==> config.mk <==
export PLATFORM = sky130hd
export DESIGN_NAME = alu_issue_ctrl
export DESIGN_NICKNAME = d
export VERILOG_FILES = /design/src/rtl/alu_issue_ctrl_pkg.sv /design/src/rtl/alu_issue_dec.sv /design/src/rtl/alu_issue_ctrl.sv
export SDC_FILE = /design/constraint.sdc
export NUM_CORES = 1
export LEC_CHECK = 0
export CAP_MARGIN = 0
export CORE_MARGIN = 4
export CORE_UTILIZATION = 30
export CTS_BUF_LIST = sky130_fd_sc_hd__clkbuf_4
export DETAILED_ROUTE_END_ITERATION = 8
export GPL_TIMING_DRIVEN = 0
export SLEW_MARGIN = 25
export SYNTH_ARGS = -nofsm -noshare
export SYNTH_HDL_FRONTEND = slang
export SYNTH_HIERARCHICAL = 1
export SYNTH_SLANG_ARGS = --single-unit
export TNS_END_PERCENT = 1
==> constraint.sdc <==
create_clock -name clk -period 4.4 [get_ports clk]
set_input_delay 0.44 -clock clk [delete_from_list [all_inputs] [get_ports clk]]
set_output_delay 0.44 -clock clk [all_outputs]
set_load 0.02 [all_outputs]
==> src/rtl/alu_issue_ctrl_pkg.sv <==
// rtl/alu_issue_ctrl_pkg.sv - shared ALU codes, MIPS decode constants and issue FSM states
package alu_issue_ctrl_pkg;

  typedef enum logic [3:0] {
    ALUC_ADDU = 4'b0000,
    ALUC_SUBU = 4'b0001,
    ALUC_ADD  = 4'b0010,
    ALUC_SUB  = 4'b0011,
    ALUC_AND  = 4'b0100,
    ALUC_OR   = 4'b0101,
    ALUC_XOR  = 4'b0110,
    ALUC_NOR  = 4'b0111,
    ALUC_LUI  = 4'b1000,
    ALUC_SLTU = 4'b1010,
    ALUC_SLT  = 4'b1011,
    ALUC_SRA  = 4'b1100,
    ALUC_SRL  = 4'b1101,
    ALUC_SLL  = 4'b1110
  } aluc_e;

  localparam logic [5:0] OP_RTYPE = 6'b000000;
  localparam logic [5:0] OP_ADDI  = 6'b001000;
  localparam logic [5:0] OP_ADDIU = 6'b001001;
  localparam logic [5:0] OP_SLTI  = 6'b001010;
  localparam logic [5:0] OP_SLTIU = 6'b001011;
  localparam logic [5:0] OP_ANDI  = 6'b001100;
  localparam logic [5:0] OP_ORI   = 6'b001101;
  localparam logic [5:0] OP_XORI  = 6'b001110;
  localparam logic [5:0] OP_LUI   = 6'b001111;

  localparam logic [5:0] FN_SLL  = 6'b000000;
  localparam logic [5:0] FN_SRL  = 6'b000010;
  localparam logic [5:0] FN_SRA  = 6'b000011;
  localparam logic [5:0] FN_SLLV = 6'b000100;
  localparam logic [5:0] FN_SRLV = 6'b000110;
  localparam logic [5:0] FN_SRAV = 6'b000111;
  localparam logic [5:0] FN_ADD  = 6'b100000;
  localparam logic [5:0] FN_ADDU = 6'b100001;
  localparam logic [5:0] FN_SUB  = 6'b100010;
  localparam logic [5:0] FN_SUBU = 6'b100011;
  localparam logic [5:0] FN_AND  = 6'b100100;
  localparam logic [5:0] FN_OR   = 6'b100101;
  localparam logic [5:0] FN_XOR  = 6'b100110;
  localparam logic [5:0] FN_NOR  = 6'b100111;
  localparam logic [5:0] FN_SLT  = 6'b101010;
  localparam logic [5:0] FN_SLTU = 6'b101011;

  typedef enum logic [1:0] {
    ST_IDLE = 2'd0,
    ST_EXEC = 2'd1,
    ST_DONE = 2'd2
  } state_e;

  typedef enum logic [1:0] {ASEL_ZERO, ASEL_RS, ASEL_SHAMT} a_sel_e;
  typedef enum logic [1:0] {BSEL_ZERO, BSEL_RT, BSEL_IMM} b_sel_e;
  typedef enum logic {EXT_ZERO, EXT_SIGN} ext_e;

  // CLS_TRAP_OV marks ADD/SUB forms whose signed overflow suppresses writeback
  typedef enum logic {CLS_PLAIN, CLS_TRAP_OV} cls_e;

  function automatic logic [31:0] ext_imm(input logic [15:0] imm, input ext_e ext);
    return (ext == EXT_SIGN) ? {{16{imm[15]}}, imm} : {16'h0000, imm};
  endfunction

endpackage

==> src/rtl/alu_issue_dec.sv <==
// rtl/alu_issue_dec.sv - combinational MIPS instruction decode into ALU op, operand selects and writeback target
module alu_issue_dec
  import alu_issue_ctrl_pkg::*;
(
  input  logic [31:0] i_instr,
  output aluc_e       o_aluc,
  output a_sel_e      o_a_sel,
  output b_sel_e      o_b_sel,
  output ext_e        o_ext,
  output logic [4:0]  o_waddr,
  output cls_e        o_cls,
  output logic        o_illegal
);

  logic [5:0] w_op;
  logic [5:0] w_funct;
  logic       w_unused_rs;

  assign w_op        = i_instr[31:26];
  assign w_funct     = i_instr[5:0];
  // rs register index is resolved outside; only its value reaches this block
  assign w_unused_rs = ^i_instr[25:21];

  always_comb begin
    o_aluc    = ALUC_ADDU;
    o_a_sel   = ASEL_ZERO;
    o_b_sel   = BSEL_ZERO;
    o_ext     = EXT_ZERO;
    o_waddr   = 5'd0;
    o_cls     = CLS_PLAIN;
    o_illegal = 1'b1;

    if (w_op == OP_RTYPE) begin
      o_illegal = 1'b0;
      o_a_sel   = ASEL_RS;
      o_b_sel   = BSEL_RT;
      o_waddr   = i_instr[15:11];
      case (w_funct)
        FN_ADD:  begin o_aluc = ALUC_ADD; o_cls = CLS_TRAP_OV; end
        FN_ADDU: o_aluc = ALUC_ADDU;
        FN_SUB:  begin o_aluc = ALUC_SUB; o_cls = CLS_TRAP_OV; end
        FN_SUBU: o_aluc = ALUC_SUBU;
        FN_AND:  o_aluc = ALUC_AND;
        FN_OR:   o_aluc = ALUC_OR;
        FN_XOR:  o_aluc = ALUC_XOR;
        FN_NOR:  o_aluc = ALUC_NOR;
        FN_SLT:  o_aluc = ALUC_SLT;
        FN_SLTU: o_aluc = ALUC_SLTU;
        FN_SLL:  begin o_aluc = ALUC_SLL; o_a_sel = ASEL_SHAMT; end
        FN_SRL:  begin o_aluc = ALUC_SRL; o_a_sel = ASEL_SHAMT; end
        FN_SRA:  begin o_aluc = ALUC_SRA; o_a_sel = ASEL_SHAMT; end
        FN_SLLV: o_aluc = ALUC_SLL;
        FN_SRLV: o_aluc = ALUC_SRL;
        FN_SRAV: o_aluc = ALUC_SRA;
        default: o_illegal = 1'b1;
      endcase
    end else begin
      o_illegal = 1'b0;
      o_a_sel   = ASEL_RS;
      o_b_sel   = BSEL_IMM;
      o_waddr   = i_instr[20:16];
      case (w_op)
        OP_ADDI:  begin o_aluc = ALUC_ADD; o_ext = EXT_SIGN; o_cls = CLS_TRAP_OV; end
        OP_ADDIU: begin o_aluc = ALUC_ADDU; o_ext = EXT_SIGN; end
        OP_SLTI:  begin o_aluc = ALUC_SLT; o_ext = EXT_SIGN; end
        OP_SLTIU: begin o_aluc = ALUC_SLTU; o_ext = EXT_SIGN; end
        OP_ANDI:  o_aluc = ALUC_AND;
        OP_ORI:   o_aluc = ALUC_OR;
        OP_XORI:  o_aluc = ALUC_XOR;
        OP_LUI:   o_aluc = ALUC_LUI;
        default:  o_illegal = 1'b1;
      endcase
    end

    // Unknown encodings issue a harmless ADDU 0+0 with no target
    if (o_illegal) begin
      o_aluc  = ALUC_ADDU;
      o_a_sel = ASEL_ZERO;
      o_b_sel = BSEL_ZERO;
      o_ext   = EXT_ZERO;
      o_waddr = 5'd0;
      o_cls   = CLS_PLAIN;
    end
  end

endmodule

==> src/rtl/alu_issue_ctrl.sv <==
// rtl/alu_issue_ctrl.sv - issues one decoded MIPS ALU instruction to an external ALU and returns its writeback
module alu_issue_ctrl
  import alu_issue_ctrl_pkg::*;
(
  input  logic        clk,
  input  logic        rst_n,
  input  logic        in_valid,
  output logic        in_ready,
  input  logic [31:0] instr,
  input  logic [31:0] rs_val,
  input  logic [31:0] rt_val,
  output logic [31:0] alu_a,
  output logic [31:0] alu_b,
  output logic [3:0]  alu_aluc,
  input  logic [31:0] alu_r,
  input  logic        alu_zero,
  input  logic        alu_carry,
  input  logic        alu_negative,
  input  logic        alu_overflow,
  output logic        out_valid,
  input  logic        out_ready,
  output logic [31:0] out_wdata,
  output logic [4:0]  out_waddr,
  output logic        out_we,
  output logic [3:0]  out_flags,
  output logic        out_exc_ov,
  output logic        out_illegal
);

  aluc_e       w_aluc;
  a_sel_e      w_a_sel;
  b_sel_e      w_b_sel;
  ext_e        w_ext;
  logic [4:0]  w_waddr;
  cls_e        w_cls;
  logic        w_illegal;
  logic [31:0] w_a;
  logic [31:0] w_b;
  logic        w_exc_ov;

  state_e      r_state;
  logic [31:0] r_alu_a;
  logic [31:0] r_alu_b;
  logic [3:0]  r_alu_aluc;
  logic [4:0]  r_waddr;
  logic        r_trap_ov;
  logic        r_illegal;
  logic        r_out_valid;
  logic [31:0] r_out_wdata;
  logic [4:0]  r_out_waddr;
  logic        r_out_we;
  logic [3:0]  r_out_flags;
  logic        r_out_exc_ov;
  logic        r_out_illegal;

  alu_issue_dec u_dec (
    .i_instr   (instr),
    .o_aluc    (w_aluc),
    .o_a_sel   (w_a_sel),
    .o_b_sel   (w_b_sel),
    .o_ext     (w_ext),
    .o_waddr   (w_waddr),
    .o_cls     (w_cls),
    .o_illegal (w_illegal)
  );

  always_comb begin
    case (w_a_sel)
      ASEL_RS:    w_a = rs_val;
      ASEL_SHAMT: w_a = {27'd0, instr[10:6]};
      default:    w_a = 32'd0;
    endcase
    case (w_b_sel)
      BSEL_RT:  w_b = rt_val;
      BSEL_IMM: w_b = ext_imm(instr[15:0], w_ext);
      default:  w_b = 32'd0;
    endcase
  end

  assign w_exc_ov = r_trap_ov & alu_overflow;

  always_ff @(posedge clk or negedge rst_n) begin
    if (!rst_n) begin
      r_state       <= ST_IDLE;
      r_alu_a       <= 32'd0;
      r_alu_b       <= 32'd0;
      r_alu_aluc    <= 4'd0;
      r_waddr       <= 5'd0;
      r_trap_ov     <= 1'b0;
      r_illegal     <= 1'b0;
      r_out_valid   <= 1'b0;
      r_out_wdata   <= 32'd0;
      r_out_waddr   <= 5'd0;
      r_out_we      <= 1'b0;
      r_out_flags   <= 4'd0;
      r_out_exc_ov  <= 1'b0;
      r_out_illegal <= 1'b0;
    end else begin
      case (r_state)
        ST_IDLE: begin
          if (in_valid) begin
            r_alu_a    <= w_a;
            r_alu_b    <= w_b;
            r_alu_aluc <= w_aluc;
            r_waddr    <= w_waddr;
            r_trap_ov  <= (w_cls == CLS_TRAP_OV);
            r_illegal  <= w_illegal;
            r_state    <= ST_EXEC;
          end
        end
        ST_EXEC: begin
          r_out_wdata   <= alu_r;
          r_out_waddr   <= r_waddr;
          r_out_flags   <= {alu_zero, alu_carry, alu_negative, alu_overflow};
          r_out_exc_ov  <= w_exc_ov;
          r_out_illegal <= r_illegal;
          r_out_we      <= !r_illegal && (r_waddr != 5'd0) && !w_exc_ov;
          r_out_valid   <= 1'b1;
          r_state       <= ST_DONE;
        end
        ST_DONE: begin
          if (out_ready) begin
            r_out_valid <= 1'b0;
            r_state     <= ST_IDLE;
          end
        end
        default: r_state <= ST_IDLE;
      endcase
    end
  end

  assign in_ready    = (r_state == ST_IDLE);
  assign alu_a       = r_alu_a;
  assign alu_b       = r_alu_b;
  assign alu_aluc    = r_alu_aluc;
  assign out_valid   = r_out_valid;
  assign out_wdata   = r_out_wdata;
  assign out_waddr   = r_out_waddr;
  assign out_we      = r_out_we;
  assign out_flags   = r_out_flags;
  assign out_exc_ov  = r_out_exc_ov;
  assign out_illegal = r_out_illegal;

endmodule
# Yosys cells after proc, flatten, opt, wreduce, memory -nomap -nowiden
# Cells that the tools add are included.
totals:
  reg_bits: 122
  inputBits: 136
  out_inout_bits: 114
  wordCells: 95
classes:
  n_eq_ne: 31
  mux: 29
  n_bitwise: 1
  n_reduce_logical: 20
ops:
  columns: ["operator", "n"]
  rows:
  - ["32-bit one-hot mux with 2 select lines", 2]
  - ["6-bit equality test, second input constant", 10]
  - ["6-bit by 4-bit equality test with 1-bit output, second input constant", 8]
  - ["4-bit one-hot mux with 12 select lines", 1]
  - ["32-bit two-way mux", 1]
  - ["4-bit one-hot mux with 7 select lines", 1]
  - ["6-bit by 3-bit equality test with 1-bit output, second input constant", 3]
  - ["16-bit OR reduction", 1]
  - ["2-bit two-way mux", 7]
  - ["6-bit by 2-bit equality test with 1-bit output, second input constant", 2]
  - ["6-bit zero test", 2]
  - ["1-bit two-way mux", 11]
  - ["5-bit two-way mux", 2]
  - ["4-bit two-way mux", 2]
  - ["2-bit OR reduction", 4]
  - ["8-bit OR reduction", 1]
  - ["2-bit by 1-bit equality test with 1-bit output, second input constant", 3]
  - ["2-bit equality test, second input constant", 3]
  - ["2-bit one-hot mux with 3 select lines", 1]
  - ["2-bit AND reduction", 3]
  - ["5-bit nonzero test", 1]
  - ["2-bit != test, second input constant", 2]
  - ["4-bit OR reduction", 1]
  - ["3-bit OR reduction", 1]
  - ["other kinds (6)", 8]

# Depth between registers and ports, before layout
depth:
  word_depth: 7
  mapped_depth: 12
  ltp_nobuf: 8

# Modules after synthesis
# The synthesis kept the hierarchy.
by_module_without_submodules:
  columns: ["module", "instances", "cells_per_inst", "area_per_inst_um2", "seq_area_each_um2"]
  rows:
  - ["alu_issue_ctrl", 1, 540, 5064.9, 3052.9]
  - ["alu_issue_dec", 1, 58, 360.3, 0.0]

# Worst setup path before layout
# No wires, ideal clock.
synth_path:
  path_type: "input to register"
  startpoint: "input port instr[5]"
  endpoint: "register r_alu_b[23] (netlist: alu_b[23])"
  setup_ns: 0.119
  arrival_time_ns: 2.172
  t_required_ns: 4.281
  slack_ns: 2.109
  path_stages: 12
  path_buffers: 4
  cell_sequence: "buf_4 -> nor2b_2 -> o21ai_0 -> a21oi_2 -> inv_1 -> ha_1 -> buf_2 -> and3_1 -> clkbuf_2 -> buf_2 -> a21oi_1 -> o21ai_2"
synth_between:
  elab_chain_len: 7
  word_cells_on_any_way: 25
  classes_between: "eq/ne (17); mux (6); reduce/logical (2)"
synth_lines:
  columns: ["item", "line_no", "rtl"]
  rows:
  - ["from (decl)", "alu_issue_ctrl.sv:9", "input logic [31:0] instr,"]
  - ["6-bit equality test (tied with other cells)", "alu_issue_dec.sv:38", "case (w_funct)"]
  - ["16-bit OR reduction (no source line) (*)", null, null]
  - ["1-bit two-way mux (*)", "alu_issue_dec.sv:38", null]
  - ["1-bit two-way mux (*)", "alu_issue_dec.sv:33", "if (w_op == OP_RTYPE) begin"]
  - ["2-bit two-way mux (*)", "alu_issue_dec.sv:76", "if (o_illegal) begin"]
  - ["named net w_b_sel[0]", "alu_issue_ctrl.sv:32", "b_sel_e w_b_sel;"]
  - ["2-bit equality test / 2-bit by 1-bit equality test with 1-bit output (equally long branches)", "alu_issue_ctrl.sv:73", "case (w_b_sel)"]
  - ["32-bit one-hot mux with 2 select lines (*)", "alu_issue_ctrl.sv:73", null]
  - ["to (signal assigned)", "alu_issue_ctrl.sv:103", "r_alu_b <= w_b;"]
  - ["to (decl)", "alu_issue_ctrl.sv:43", "logic [31:0] r_alu_b;"]
# Mark *: on every way through the listed nets, which the timed path passes. The rest lies on a longest branch.
# A chain may end at the register's enable or synchronous reset.

# Final worst setup path
layout_path:
  startpoint: "input port instr[27]"
  endpoint: "register r_alu_b[8] (netlist: alu_b[8])"
layout_between:
  elab_chain_len: 7
  word_cells_on_any_way: 17
  classes_between: "eq/ne (10); mux (5); reduce/logical (2)"
layout_lines:
  columns: ["item", "line_no", "rtl"]
  rows:
  - ["6-bit by 4-bit equality test with 1-bit output", "alu_issue_dec.sv:62", "case (w_op)"]
  - ["8-bit OR reduction (no source line)", null, null]
  - ["1-bit two-way mux", "alu_issue_dec.sv:62", null]
  - ["1-bit two-way mux", "alu_issue_dec.sv:33", null]
  - ["2-bit two-way mux (*)", "alu_issue_dec.sv:76", null]
  - ["named net w_b_sel[0]", "alu_issue_ctrl.sv:32", null]
  - ["2-bit equality test / 2-bit by 1-bit equality test with 1-bit output (equally long branches)", "alu_issue_ctrl.sv:73", null]
  - ["32-bit one-hot mux with 2 select lines (*)", "alu_issue_ctrl.sv:73", null]
# Marks and branches as above.

==> impl_metrics.toml <==
[placement]
place.gp.congestion = 0.778
hpwlAfterDp_um = 13800
port_buffers = 244
dpl.cell_count = 1068

[finish]
multi_input_comb_area_um2 = 2060
utilization_pct = 48.3
nets = 1003
nFillCells = 1751
final_cells = 1102
areaGrowthSynthToFinish_pct = 56.0
regArea_um2 = 3050
drive_above_1_share_pct = 8.45

[floorplanning]
pin_count = 250
die_h_um = 142
coreArea_um2 = 17500
die_x_um = 142
core.rowCount = 48
initial_utilization_pct = 30.9
die-area_um2 = 20300

[routing]
wl_per_cell_um = 16.5
dr.pass1.iters = 4
vias = 5041
viasPerCell = 4.57
drc = 0
drt_iter0_drc = 182
wirelength_um = 18200
ant_nets = 0

[pwr]
intPower_mw = 2.45
power_density_nw_per_um2 = 466
comb_power_share_pct = 41.7
p_leak_nw = 3.82
swShare_pct = 37.9
seqPwrFrac_pct = 38.4
p_sw_mw = 1.50
vdd_drop_max_uv = 263
clock_power_share_pct = 19.9

[critical_path]
start_kind = "input pin"
path_max_fanout = 10
worst_setup_path_end_kind = "flip-flop"
worst_ep_required_time_ns = 4.80
rr_worst_depth = 5
critical_path_class = "input pin to flip-flop"
arrival_ns = 3.23

[run_status]
outcome = "complete, no violations"

[global_routing]
grt_first_pass_wirelength_um = 28600
grt.total_usage_pct = 18.1
grt_antenna_before_repair = 1
gr-total-overflow = 0
grt_max_degree = 74
grt_pass1_vias = 5304

[yosys]
ys_ff_latch = 122
netlist_instances = 598
synth_edf_count = 0
async_flop_share_pct = 100
netlist_area_um2 = 5430
synthFlopType = "dfrtp_1"
yosysUniqueCellTypes = 43
yosys_warnings = 6
syn-num-nets = 738
seq_area_frac_synth_pct = 56.3
syn_avg_cell_area_um2 = 9.07

[clock_tree]
postCtsSetupBuffers = 0
path_clk_slew_ns = 0.11
clk_latency_ns = 0.54
max-clock-path-buffers = 2
cts_resized = 0
cts_tree = "built"
clock-root-buffer = "clkbuf_4"
cts_buffers = 17
clock_sinks = 122
cts.htree.levels = 4

[sta]
hold_violations = 0
max_freq_mhz = 354
slew_headroom_pct = 63.1
worst_pin_slew_ns = 0.553
period_minus_slack_ns = 2.82
final_max_slew_viol_count = 0
rsz0062_at_grt = "false"
fin_crit_sh_pct = 64.2
finClkSkew_ns = 0.0123
setup_viol = 0
holdWs_ns = 0.378

[min_path]
worstHoldPathType = "input pin to asynchronous set/reset pin"

[run]
max_cap_violations = 0
[critical path, cell delays in order]
cell             delay [ns]
clkdlybuf4s50_1        0.52
nor3_2                 0.31
nand3_2                0.18
a21oi_2                0.45
inv_1                  0.10
ha_1                   0.29
buf_1                  0.32
clkbuf_1               0.46
o31ai_1                0.17
[power by group through the flow]
stage,Combinational [mW],Clock (mW),Sequential (mW)
after floorplan,0.534,0,1.82
after CTS,1.69,0.818,1.52
final,1.65,0.784,1.52
after global routing,1.80,0.874,1.55
after detailed placement,1.68,0,1.54
after global placement,1.67,0,1.54
[flip-flops by register name, indices dropped and copies added, names as in the netlist]
name,count
r_waddr,5
out_we,1
alu_a,32
r_illegal,1
alu_aluc,4
out_flags,4
r_state,2
out_illegal,1
out_exc_ov,1
out_valid,1
out_wdata,32
r_trap_ov,1
out_waddr,5
alu_b,32
[logic make-up after synthesis]
family | Yosys count | synth area share (%)
and+or+nand+nor | 314 | 23.7
DFF | 122 | 56.3
AOI/OAI and AO/OA | 106 | 13.4
buffers and inverters | 52 | 5.70
adders and majority gates | 4 | 0.923
[metrics by stage]
stage	TNS [ns]	setup slack (ns)	area, µm²	power (mW)
after floorplan	0	2.11	5430	2.36
after global placement	-278.59	-2.30	8150	3.21
after detailed placement	0	1.01	8180	3.22
after CTS	0	1.61	8460	4.02
after global routing	0	1.43	8470	4.23
final	0	1.58	8470	3.95
[synth_stat cells, types with 2 or more instances]
cell type	n	share of area, %
a21oi_1	23	2.1
a22oi_1	22	3.0
buf_2	5	0.46
a22o_1	5	0.81
o21ai_0	15	1.4
buf_4	3	0.42
buf_1	4	0.28
ha_1	4	0.92
nand2b_1	2	0.23
o31ai_1	21	2.9
dfrtp_1	122	56
nor3_1	4	0.37
o22ai_1	2	0.23
buf_6	12	2.5
nor2_1	9	0.62
inv_1	9	0.62
o21ai_2	10	1.6
nand2_1	258	18
nand3_1	29	2.7
clkbuf_1	16	1.1
[cells in the final DEF, fill, tap and decap left out, drive strengths merged, types with 2 or more instances in the layout]
cell	netlist	final
buf	24	26
nor3	5	5
clkinv	2	9
ha	4	4
nand3	30	30
o22ai	2	2
bufinv	0	2
clkdlybuf4s50	0	243
a22o	5	5
nor2b	2	2
o31ai	21	21
clkbuf	17	36
clkinvlp	0	4
a21oi	24	24
nand2	258	258
nor2	9	9
dfrtp	122	122
inv	9	9
o21ai	25	25
nand2b	3	3
a22oi	22	22
[what timing repair did]
item	in CTS	in global routing
hold endpoints to repair	49	0
hold buffers	1	0
setup endpoints to repair	0	0
[worst paths after layout]
check / startpoint / end / slack, ns
worst max-delay path: instr[27] / alu_b[8]$_DFFE_PN0P_ / 1.58
min in group clk: alu_r[26] / out_wdata[26]$_DFFE_PN0P_ / 0.41
worst max register to register: r_state[1]$_DFFE_PN0P_ / alu_b[13]$_DFFE_PN0P_ / 2.76
worst min-delay path: rst_n / alu_b[0]$_DFFE_PN0P_ / 0.38
worst min register to register: alu_a[9]$_DFFE_PN0P_ / alu_a[9]$_DFFE_PN0P_ / 0.47
max in group asynchronous: rst_n / r_trap_ov$_DFFE_PN0P_ / 3.32
[cell type report]
| type | instances | area share [%] |
|---|---|---|
| inverter | 11 | 0.547 |
| antenna | 1 | 0.0296 |
| multi-input combinational | 424 | 24.4 |
| buffer | 41 | 3.10 |
| tap | 225 | 3.33 |
| clock inverter | 13 | 1.52 |
| clock buffer | 19 | 1.68 |
| sequential | 122 | 36.1 |
| timing repair buffer | 246 | 29.4 |
[layer usage]
layer	vias up	GRT usage (%)	wire, µm
met5	-	0	0
met4	0	4.90	233
met3	18	8.47	1880
met2	187	30.3	8600
met1	2315	21.0	7450
li1	2521	-	-
No activity file was read; power rests on OpenSTA's default activity.
